[src/rtl/inst_mem_arbiter_pkg.sv]
// Shared definitions for the instruction-memory arbiter: default widths,
// requester IDs, starvation limit and the response pipeline record.
package inst_mem_arbiter_pkg;

  localparam int ADDR_W_DEF   = 32;
  localparam int DATA_W_DEF   = 32;
  localparam int STARVE_W     = 4;
  localparam int STARVE_LIMIT = 15;

  typedef enum logic {
    PORT_FETCH = 1'b0,
    PORT_DEBUG = 1'b1
  } port_id_e;

  typedef struct packed {
    logic     valid;
    port_id_e owner;
    logic     err;
  } rsp_t;

  function automatic logic is_aligned(input logic [1:0] lsb);
    return (lsb == 2'b00);
  endfunction

endpackage

[src/rtl/inst_mem_arbiter_rr_arb2.sv]
// Two-input round-robin arbiter (bit 0 = fetch, bit 1 = debug) with a debug
// lock that only holds while debug really owns the last grant, and a fetch force.
module rr_arb2
  import inst_mem_arbiter_pkg::*;
(
  input  logic       clk,
  input  logic       rst,
  input  logic [1:0] req,
  input  logic       lock,
  input  logic       force_fetch,
  output logic [1:0] gnt
);

  port_id_e last_reg;
  logic     lock_own_reg;

  always_comb begin
    gnt = 2'b00;
    if (req == 2'b11) begin
      if (force_fetch)
        gnt = 2'b01;
      else if (lock && lock_own_reg)
        gnt = 2'b10;
      else if (last_reg == PORT_FETCH)
        gnt = 2'b10;
      else
        gnt = 2'b01;
    end else begin
      gnt = req;
    end
  end

  // Reset leaves the pointer on debug so fetch wins the first tie, but the
  // lock stays disarmed until debug has actually been granted.
  always_ff @(posedge clk or negedge rst) begin
    if (!rst) begin
      last_reg     <= PORT_DEBUG;
      lock_own_reg <= 1'b0;
    end else if (gnt[0]) begin
      last_reg     <= PORT_FETCH;
      lock_own_reg <= 1'b0;
    end else if (gnt[1]) begin
      last_reg     <= PORT_DEBUG;
      lock_own_reg <= 1'b1;
    end
  end

endmodule

[src/rtl/inst_mem_arbiter.sv]
// Arbitrates core fetch and debug/loader reads onto one synchronous-read
// instruction memory, returning data to the granted port one cycle later.
module inst_mem_arbiter
  import inst_mem_arbiter_pkg::*;
#(
  parameter int ADDR_W = ADDR_W_DEF,
  parameter int DATA_W = DATA_W_DEF
) (
  input  logic              clk,
  input  logic              rst,
  input  logic              f_req_i,
  input  logic [ADDR_W-1:0] f_addr_i,
  output logic              f_gnt_o,
  output logic              f_rvalid_o,
  output logic [DATA_W-1:0] f_rdata_o,
  output logic              f_err_o,
  input  logic              d_req_i,
  input  logic [ADDR_W-1:0] d_addr_i,
  input  logic              d_lock_i,
  output logic              d_gnt_o,
  output logic              d_rvalid_o,
  output logic [DATA_W-1:0] d_rdata_o,
  output logic              d_err_o,
  output logic              mem_ce_o,
  output logic [ADDR_W-1:0] mem_addr_o,
  input  logic [DATA_W-1:0] mem_inst_i
);

  logic [1:0]          req_vec;
  logic [1:0]          gnt_vec;
  logic [STARVE_W-1:0] starve_cnt_reg;
  logic [STARVE_W-1:0] starve_cnt_next;
  logic                starve_hit;
  logic [ADDR_W-1:0]   sel_addr;
  logic                sel_aligned;
  rsp_t                rsp_reg;
  rsp_t                rsp_next;
  logic [1:0]          owner_onehot;
  logic [1:0]          rvalid_vec;
  logic [1:0]          err_vec;
  logic [DATA_W-1:0]   rdata_vec [2];

  // Requests are masked during reset so no grant or memory access escapes.
  assign req_vec    = {d_req_i & rst, f_req_i & rst};
  assign starve_hit = (starve_cnt_reg == STARVE_W'(STARVE_LIMIT));

  rr_arb2 u_arb (
    .clk         (clk),
    .rst         (rst),
    .req         (req_vec),
    .lock        (d_lock_i),
    .force_fetch (starve_hit),
    .gnt         (gnt_vec)
  );

  assign f_gnt_o = gnt_vec[0];
  assign d_gnt_o = gnt_vec[1];

  assign sel_addr    = gnt_vec[1] ? d_addr_i : f_addr_i;
  assign sel_aligned = is_aligned(sel_addr[1:0]);
  assign mem_ce_o    = (|gnt_vec) && sel_aligned;
  assign mem_addr_o  = mem_ce_o ? sel_addr : '0;

  always_comb begin
    starve_cnt_next = starve_cnt_reg;
    if (!f_req_i || gnt_vec[0])
      starve_cnt_next = '0;
    else if (!starve_hit)
      starve_cnt_next = starve_cnt_reg + STARVE_W'(1);
  end

  always_comb begin
    rsp_next.valid = |gnt_vec;
    rsp_next.owner = gnt_vec[1] ? PORT_DEBUG : PORT_FETCH;
    rsp_next.err   = (|gnt_vec) && !sel_aligned;
  end

  always_ff @(posedge clk or negedge rst) begin
    if (!rst) begin
      starve_cnt_reg <= '0;
      rsp_reg        <= '0;
    end else begin
      starve_cnt_reg <= starve_cnt_next;
      rsp_reg        <= rsp_next;
    end
  end

  assign owner_onehot = !rsp_reg.valid ? 2'b00 :
                        (rsp_reg.owner == PORT_DEBUG) ? 2'b10 : 2'b01;

  for (genvar gi = 0; gi < 2; gi++) begin : g_rsp
    assign rvalid_vec[gi] = owner_onehot[gi];
    assign err_vec[gi]    = owner_onehot[gi] & rsp_reg.err;
    assign rdata_vec[gi]  = (owner_onehot[gi] && !rsp_reg.err) ? mem_inst_i : '0;
  end

  assign f_rvalid_o = rvalid_vec[0];
  assign f_err_o    = err_vec[0];
  assign f_rdata_o  = rdata_vec[0];
  assign d_rvalid_o = rvalid_vec[1];
  assign d_err_o    = err_vec[1];
  assign d_rdata_o  = rdata_vec[1];

endmodule

[config.mk]
export PLATFORM = sky130hd
export DESIGN_NAME = inst_mem_arbiter
export DESIGN_NICKNAME = d
export VERILOG_FILES = /design/src/rtl/inst_mem_arbiter_pkg.sv /design/src/rtl/inst_mem_arbiter_rr_arb2.sv /design/src/rtl/inst_mem_arbiter.sv
export SDC_FILE = /design/constraint.sdc
export NUM_CORES = 1
export LEC_CHECK = 0
export ABC_CLOCK_PERIOD_IN_PS = 2100
export CAP_MARGIN = 20
export CORE_MARGIN = 3
export CORE_UTILIZATION = 24
export CTS_BUF_LIST = sky130_fd_sc_hd__clkbuf_8
export CTS_CLUSTER_DIAMETER = 80
export DETAILED_ROUTE_END_ITERATION = 8
export PLACE_DENSITY = 0.9
export SYNTH_ARGS = -nofsm -noshare
export SYNTH_HDL_FRONTEND = slang
export SYNTH_SLANG_ARGS = --single-unit
[constraint.sdc]
create_clock -name clk -period 2.1 [get_ports clk]
set_input_delay 0.315 -clock clk [delete_from_list [all_inputs] [get_ports clk]]
set_output_delay 0.315 -clock clk [all_outputs]
set_load 0.05 [all_outputs]
== Word-level counts from Yosys, hierarchy flattened ==
Index checks and enable logic that the tools add are counted.
Word-level totals
  input bits: 101
  memories kept: 0
  bits in read-only memories: 0
  flip-flop bits (word level): 9
  latch bits: 0
  bits in writable memories: 0
  logic and storage cells: 41
  output and inout port bits: 103
Cells by class
  $mul: 0
  eq/ne operators: 3
  shift-type cells: 0
  muxes and demuxes: 15
  add/sub/neg operators: 1
  $lt $le $gt $ge: 0
  bitwise gates (word level): 4
  reduce and logical (&&, ||, !) cells: 12
  divide/modulo/power cells: 0
Operator list (number)
  two-way mux 32 bit: 4
  two-way mux 2 bit: 6
  two-way mux 4 bit: 2
  logical AND 1 bit: 5
  adder 4 x 1 -> 4 bit (second input constant): 1
  bitwise AND 1 bit: 4
  == test 4 bit (second input constant): 1
  logical NOT 1 bit: 3
  two-way mux 1 bit: 3
  == test 2 bit (second input constant): 1
  logical NOT 2 bit: 1
  inequality test 2 x 1 -> 1 bit (second input constant): 1
  nonzero test 2 bit: 1
  OR reduction 2 bit: 1
  logical OR 1 bit: 1

== Longest topological paths before layout ==
Gate-level depths: netlist of run 1.
  depth after elaboration: 8
  depth in mapped cells: 7
  mapped depth without buffers: 6

== Modules after synthesis ==
Synthesis of run 1 repeated with hierarchy kept, for this count alone.
Unflattened totals
  cells, all modules: 195
  area, all modules: 1599.0 um2
By module, submodules not included
  inst_mem_arbiter: area an instance 1477.7 um2, sequential area each 175.2 um2, times used 1, cells each 183
  rr_arb2: area an instance 121.4 um2, sequential area each 51.3 um2, times used 1, cells each 12

== Worst setup path before layout of run 1 ==
OpenSTA, ideal clock, no wires.
  path type: flip-flop to output port
  from: register starve_cnt_reg[0]
  to: output port mem_addr_o[22]
  cell stages (with the launch flop): 8
  setup slack: -0.435 ns
  arrival: 2.220 ns
  cells stage by stage: dfrtp_1 -> ha_1 -> nand4_1 -> o2111ai_2 -> inv_2 -> buf_2 -> nand2_1 -> a21oi_1
Between the ends
  word-level cells in the longest chain between the ends: 7
  elaborated cells between the ends (all ways): 8
  classes of those cells: 1 x eq/ne; 4 x mux; 3 x reduce/logical
RTL lines
  from (decl): line inst_mem_arbiter.sv:31  | logic [STARVE_W-1:0] starve_cnt_reg;
  from (signal assigned): line inst_mem_arbiter.sv:83  | starve_cnt_reg <= starve_cnt_next;
  == test 4 bit (*): line inst_mem_arbiter.sv:45  | assign starve_hit = (starve_cnt_reg == STARVE_W'(STARVE_LIMIT));
  two-way mux 2 bit (*): line inst_mem_arbiter_rr_arb2.sv:20  | if (force_fetch)
  two-way mux 2 bit (*): line inst_mem_arbiter_rr_arb2.sv:19  | if (req == 2'b11) begin
  net d_gnt_o: line inst_mem_arbiter.sv:20  | output logic d_gnt_o,
  two-way mux 32 bit: line inst_mem_arbiter.sv:59  | assign sel_addr = gnt_vec[1] ? d_addr_i : f_addr_i;
  logical NOT 2 bit: line inst_mem_arbiter_pkg.sv:22  | return (lsb == 2'b00);
  logical AND 1 bit: line inst_mem_arbiter.sv:61  | assign mem_ce_o = (|gnt_vec) && sel_aligned;
  two-way mux 32 bit (*): line inst_mem_arbiter.sv:62  | assign mem_addr_o = mem_ce_o ? sel_addr : '0;
  to (decl): line inst_mem_arbiter.sv:25  | output logic [ADDR_W-1:0] mem_addr_o,
The timed path passes the listed nets; every way through them passes the cells marked *.

== Worst setup path in the final report of run 1 ==
  from: register u_arb.last_reg
  to: output port mem_addr_o[6]
Between the ends
  word-level cells in the longest chain between the ends: 8
  elaborated cells between the ends (all ways): 9
  classes of those cells: 6 x mux; 3 x reduce/logical
RTL lines
  from (decl): line inst_mem_arbiter_rr_arb2.sv:14  | port_id_e last_reg;
  from (signal assigned): line inst_mem_arbiter_rr_arb2.sv:37  | last_reg <= PORT_DEBUG;
  from (signal assigned): line inst_mem_arbiter_rr_arb2.sv:40  | last_reg <= PORT_FETCH;
  from (signal assigned): line inst_mem_arbiter_rr_arb2.sv:43  | last_reg <= PORT_DEBUG;
  two-way mux 2 bit (*): line inst_mem_arbiter_rr_arb2.sv:24  | else if (last_reg == PORT_FETCH)
  two-way mux 2 bit (*): line inst_mem_arbiter_rr_arb2.sv:22  | else if (lock && lock_own_reg)
  two-way mux 2 bit (*): line inst_mem_arbiter_rr_arb2.sv:20
  two-way mux 2 bit (*): line inst_mem_arbiter_rr_arb2.sv:19
  two-way mux 32 bit: line inst_mem_arbiter.sv:59
  logical NOT 2 bit: line inst_mem_arbiter_pkg.sv:22
  logical AND 1 bit: line inst_mem_arbiter.sv:61
  two-way mux 32 bit (*): line inst_mem_arbiter.sv:62
Every way passes the cells marked *; elsewhere a longest branch is shown, timed or not.

==> results by group, run 1 <==
Yosys
  • Post-Synth Adder-Cell Area: 0.928%
  • Cell taking the most area after synthesis: and2_1
  • FF+latch count, synth: 9
  • EDFF count, synth: 0
  • Post-Synth XOR/XNOR Area: 0.649%
  • Synth Warn #: 0
  • Main synth FF type: dfrtp_1
  • Post-synth design cell area: 1350 um^2
  • Synth Area in Simple Gates: 55.7%
  • Most common cell in the netlist: and2_1
  • Count of cell types in the netlist: 28
  • Async S/R FF share, synth: 100%
  • Top post-synthesis cells by area: and2_1, nand2_1, dfrtp_1
  • Area share of the largest cell type after synthesis: 30.6%
  • Mapped Cells: 222
  • Synth Area per Inst: 6.08 um^2
  • Largest family of logic cells by synthesized area: simple AND/OR/NAND/NOR gates
  • Part of the Yosys area used for sequential elements: 16.8%
  • Compound-Gate Fraction of Synth Area: 17.4%
  • Synth top cells by count: and2_1, nand2_1, a21oi_1
  • Post-synthesis mux area share: 0.742%

Final layout
  • Share of cells above drive strength 1: 34.7%
  • Fillcell total: 292
  • Final Cell Area: 4480 um^2
  • Max reg flops: 4
  • N_diodes: 0
  • Final Non-Filler Cells: 505
  • Area Overhead vs Synth: 232%
  • Nets: 538

Timing
  • Final Hold Viols: 0
  • RSZ-0062 raised after global routing: yes
  • Fin Clk Skew: 0.000429 ns
  • Final period util: 113%
  • Final WS setup: -0.282 ns
  • Minimum clock period: 2.38 ns
  • Worst Tran Pin Value: 0.528 ns
  • Fmax: 420 MHz
  • Max-slew violations: 0
  • Relative slew slack: 64.7%
  • # setup viols final: 32
  • WHS: 0.336 ns

Die
  • CORE AREA: 5270 um^2
  • Rows: 26
  • Die width: 81.0 um
  • I/O pin total: 204
  • Die Y: 81.0 um
  • Starting Density: 25.6%
  • DIE AREA: 6560 um^2

Detailed routing
  • WL final: 9210 um
  • Vias: 2,429
  • Final ANT Viol Nets: 0
  • Vias/cell: 4.81
  • DR pass1 iterations: 4
  • Starting DRC count in detailed routing: 110
  • DRC: 0
  • Drt wl/cell: 18.2 um

Setup path
  • Cell at the slowest stage of the critical path: dfstp_2
  • Critical Path AT: 2.07 ns
  • CP bufs+invs: 4
  • Setup slack, reg-to-reg: 0.18 ns
  • Largest delay share family, worst path: compound AO/OA/AOI/OAI gates
  • Most common cell on crit path: buf_4
  • Worst R2R Start: u_arb.last_reg$_DFFE_PN1P_
  • CP peak stage delay: 0.52 ns
  • Maximum fanout along the worst path: 16
  • Critical path startpoint category: register
  • Worst reg2reg path depth: 7
  • Reg2reg end: rsp_reg[0]$_DFF_PN0_
  • Worst Setup End Kind: primary output
  • CP Cell Sequence: a21bo_4, o2111ai_4, inv_4, a22oi_2, buf_4, buf_12, a21oi_1, buf_4
  • Worst Path Required: 1.78 ns
  • Setup CP Type: register to primary output

Clock network
  • CTS H-tree lvls: 1
  • Inserted Clock Buffers: 3
  • Clock latency on the worst-skew pair: 0.24 ns
  • CTS sink count: 9
  • Post-CTS Hold Buffers: 0
  • Clk pin slew, worst setup/hold paths: 0.04 ns
  • Max Buffers Root-to-Sink: 2
  • CTS tree: yes
  • CTS root buf: clkbuf_8

Placed design
  • Placed cell count: 493
  • IO Port Bufs: 201
  • Worst slack, placed: -0.251 ns
  • Area of placed instances: 4180 um^2
  • DP Wirelength: 7120 um
  • RePlAce Congestion: 0.827

GRT
  • Vias in the first global route: 2,428
  • Largest net degree at the start of global routing: 33
  • Initial antenna violation count: 0
  • First-pass GRT wire length: 12,600 um
  • Total congestion overflow: 0
  • GRT Overall Usage: 24.9%

Min path
  • Worst hold path class: input pin to asynchronous set/reset pin

Job
  • Total of max-cap violations: 0

Power
  • PD cells: 313 nW/um^2
  • Cell leakage power: 1.92 nW
  • Power, Total: 1.40 mW
  • Maximum VDD drop: 0.386 mV

Outcome
  • Failing checks: negative setup slack
  • Outcome: finished with violations
[power by group]
group	total, mW	switching [mW]	internal, mW	leakage (nW)
combinational	1.00	0.510	0.491	1.78
clock	0.200	0.0722	0.128	0.0269
sequential	0.200	0.00998	0.190	0.114
[worst max-delay path by stage]
stage,startpoint,to,slack [ns],cells after the start
after floorplan,starve_cnt_reg[0]$_DFFE_PN0P_,mem_addr_o[10],-0.26,7
after global placement,d_lock_i,mem_addr_o[31],-0.22,7
after detailed placement,rst,mem_addr_o[31],-0.25,7
after CTS,u_arb.last_reg$_DFFE_PN1P_,mem_addr_o[4],-0.23,8
after global routing,u_arb.last_reg$_DFFE_PN1P_,mem_addr_o[18],-0.34,6
final,u_arb.last_reg$_DFFE_PN1P_,mem_addr_o[6],-0.28,8
[per-layer routing]
metal	wire, um	part of all wire, %	global-route usage [%]	vias to the layer above
met2	5120	56	48.4	142
met5	0	0	0	-
met4	189	2.1	6.59	0
met1	3030	33	25.4	1121
li1	-	-	-	1141
met3	873	9.5	7.98	25
[logic make-up (layout without fill, tap and decap cells)]
| logic type | count (synthesis) | in the layout |
|---|---|---|
| adders and majority gates | 1 | 1 |
| AOI/OAI and AO/OA | 40 | 40 |
| muxes | 1 | 1 |
| buffers and inverters | 20 | 232 |
| and+or+nand+nor | 149 | 149 |
| xor gates and xnor gates | 1 | 1 |
| DFF | 9 | 9 |
| other | 1 | 2 |
[stage by stage]
step                      util, %  setup TNS [ns]
final                        85.1           -8.08
after global routing         85.1           -9.93
after CTS                    83.3           -6.36
after detailed placement     79.3           -6.01
after global placement       79.3           -4.61
after floorplan                 -           -6.18
[cells in the final DEF, fill, tap and decap left out, drive strengths merged, types with 2 or more instances in the layout]
cell type,n
nor2b,3
nor2,7
a21oi,32
buf,124
a31oi,2
inv,4
nand3,3
dfrtp,8
nor3,3
clkbuf,3
nand2,63
clkdlybuf4s50,100
conb,2
nand4,2
and2,66
[area by class of cell]
cell class                      count  area (um^2)  area share (%)
Clock buffer                        3         41.3           0.921
Clock inverter                      1         3.75          0.0837
Inverter                            3         13.8           0.307
Multi-Input combinational cell    194         1190            26.7
Sequential cell                     9          226            5.05
Tap cell                           70         87.6            1.95
Timing Repair Buffer              225         2920            65.0
[what timing repair did]
item / in CTS / in global routing
resized for setup: 15 / 22
endpoints found under the setup margin: 32 / 32
pin swaps: 0 / 0
gates cloned: 3 / 0
setup buffers: 5 / 0
Power figures use the tool's default switching activity.
==> run 2, diff against run 1 <==
- CORE_ASPECT_RATIO: unset -> 0.9
==> run 2 against run 1 <==
Net effect: sequential share of layout area hardly changed; global-route usage down 0.14 points; non-clock buffer count shrank 4; the run still ends with negative setup slack left; largest power group unchanged; first-iteration DRC count decreased by 19%; sequential power about the same; register-to-register slack worse by 0.04 ns; count of clock-buffer cells in the layout unchanged; critical endpoint is now mem_addr_o[19]; via count fell by 1.9%.
==> results by group, run 2 (synthesis gave the netlist of run 1 again) <==
Outcome
  • Outcome: finished with violations
  • Failing checks: negative setup slack

Placed design
  • RePlAce Congestion: 0.888
  • IO Port Bufs: 201
  • Worst slack, placed: -0.264 ns
  • DP Wirelength: 7130 um

Clock network
  • CTS root buf: clkbuf_8
  • Clock latency on the worst-skew pair: 0.24 ns
  • Clk pin slew, worst setup/hold paths: 0.05 ns
  • Post-CTS Hold Buffers: 0
  • CTS H-tree lvls: 1
  • CTS sink count: 9
  • CTS tree: yes
  • Inserted Clock Buffers: 3
  • Max Buffers Root-to-Sink: 2

GRT
  • Largest net degree at the start of global routing: 33
  • GR Layer Usage met2: 47.0%
  • Vias in the first global route: 2,356
  • Met1 Use GR: 28.1%
  • GRT met3 Usage: 4.83%
  • Total congestion overflow: 0
  • GRT Overall Usage: 24.8%
  • First-pass GRT wire length: 12,900 um
  • Initial antenna violation count: 0
  • GR peak layer: met2

Final layout
  • Max reg flops: 4
  • Area Overhead vs Synth: 231%
  • Fillcell total: 287
  • N_diodes: 0
  • Nets: 534
  • Most frequent cells in the layout: clkdlybuf4s50_1, buf_12, and2_1
  • Share of cells above drive strength 1: 34.6%
  • Commonest non-fill, non-tap cell in the layout: clkdlybuf4s50_1

Power
  • PD cells: 312 nW/um^2
  • Power, Total: 1.39 mW
  • Maximum VDD drop: 0.325 mV
  • Cell leakage power: 1.90 nW

Job
  • Total of max-cap violations: 0

Timing
  • Max-slew violations: 0
  • Final Hold Viols: 0
  • Fin Clk Skew: 0.0100 ns
  • Fmax: 414 MHz
  • Minimum clock period: 2.41 ns
  • Relative slew slack: 64.9%
  • Final WS setup: -0.314 ns
  • Final period util: 115%
  • WHS: 0.216 ns
  • Worst Tran Pin Value: 0.524 ns
  • # setup viols final: 32
  • RSZ-0062 raised after global routing: yes

Setup path
  • CP peak stage delay: 0.55 ns
  • Worst Setup End Kind: primary output
  • CP Cell Sequence: a21bo_4, o2111ai_4, buf_6, nand2_1, a21oi_2, buf_4
  • Cell at the slowest stage of the critical path: dfstp_2
  • Critical path startpoint category: register
  • Crit path capture: mem_addr_o[19]
  • Maximum fanout along the worst path: 30
  • Setup slack, reg-to-reg: 0.14 ns
  • Setup CP Type: register to primary output
  • Critical Path Start: u_arb.last_reg$_DFFE_PN1P_
  • Reg2reg end: rsp_reg[0]$_DFF_PN0_
  • Worst Path Required: 1.78 ns
  • Critical Path AT: 2.10 ns
  • Worst reg2reg path depth: 7
  • Worst R2R Start: u_arb.last_reg$_DFFE_PN1P_

Die
  • Rows: 25
  • CORE AREA: 5350 um^2
  • DIE AREA: 6560 um^2
  • Die Y: 77.1 um
  • I/O pin total: 204
  • Starting Density: 25.2%
  • Die width: 85.0 um

Min path
  • Worst hold path class: input pin to asynchronous set/reset pin

Detailed routing
  • Starting DRC count in detailed routing: 89
  • Vias: 2,383
  • DRC: 0
  • Drt wl/cell: 18.3 um
  • Vias/cell: 4.79
  • WL final: 9130 um
  • DR pass1 iterations: 4
  • Final ANT Viol Nets: 0
[run 2: cell count changes in the layout (fill, tap and decap cells not counted), moves of 2 or more]
cell	delta
buf_4	-6
buf_16	-3
a21oi_1	-2
a21oi_4	+2
buf_6	+2
[run 2: how the worst min path moves through the flow]
stage                     depth (start not counted)                            from                              to  slack [ns]
after detailed placement                          2      u_arb.last_reg$_DFFE_PN1P_      u_arb.last_reg$_DFFE_PN1P_        0.52
after global routing                              2                             rst  u_arb.lock_own_reg$_DFFE_PN0P_        0.25
final                                             2                             rst  u_arb.lock_own_reg$_DFFE_PN0P_        0.22
after global placement                            2  u_arb.lock_own_reg$_DFFE_PN0P_  u_arb.lock_own_reg$_DFFE_PN0P_        0.49
after CTS                                         2      u_arb.last_reg$_DFFE_PN1P_      u_arb.last_reg$_DFFE_PN1P_        0.53
after floorplan                                   0                             rst            rsp_reg[0]$_DFF_PN0_        0.02
[run 2: critical path, delay by kind of cell (launching register included)]
family	cells	cell delay, ns
and+or+nand+nor	1	0.14
buffers and inverters	2	0.49
AOI/OAI and AO/OA	3	0.66
DFF	1	0.55
[run 2: stage by stage]
step | setup TNS [ns] | cells | utilization, % | cell area, um^2
2_1_floorplan | -6.18 | 223 | - | 1460
3_3_place_gp | -4.10 | 489 | 77.9 | 4170
3_5_place_dp | -6.36 | 489 | 77.9 | 4170
4_1_cts | -8.04 | 495 | 80.8 | 4320
5_1_grt | -10.97 | 498 | 83.3 | 4460
6_report | -9.06 | 498 | 83.3 | 4460
[run 2: routing by layer]
layer	wire, um	vias up
met2	4970	139
met3	643	21
met1	3290	1092
met5	0	-
met4	227	0
li1	-	1131
[run 2: where the power goes]
part	switching [mW]	internal (mW)
Clock	0.0727	0.128
Sequential	0.0120	0.190
Combinational	0.506	0.483
[run 2: cell type report]
| type | count | area [um^2] | area share [%] |
|---|---|---|---|
| Clock buffer | 3 | 41.3 | 0.926 |
| Clock inverter | 1 | 3.75 | 0.0842 |
| Inverter | 3 | 16.3 | 0.365 |
| Multi-Input combinational cell | 194 | 1210 | 27.2 |
| Sequential cell | 9 | 226 | 5.08 |
| Tap cell | 67 | 83.8 | 1.88 |
| Timing Repair Buffer | 221 | 2870 | 64.5 |
[run 2: what timing repair did]
| action | 4_1_cts | 5_1_grt |
|---|---|---|
| resized for setup | 18 | 28 |
| pin swaps | 0 | 1 |
| setup buffers | 1 | 2 |
| endpoints found under the setup margin | 32 | 32 |
| gates cloned | 1 | 2 |
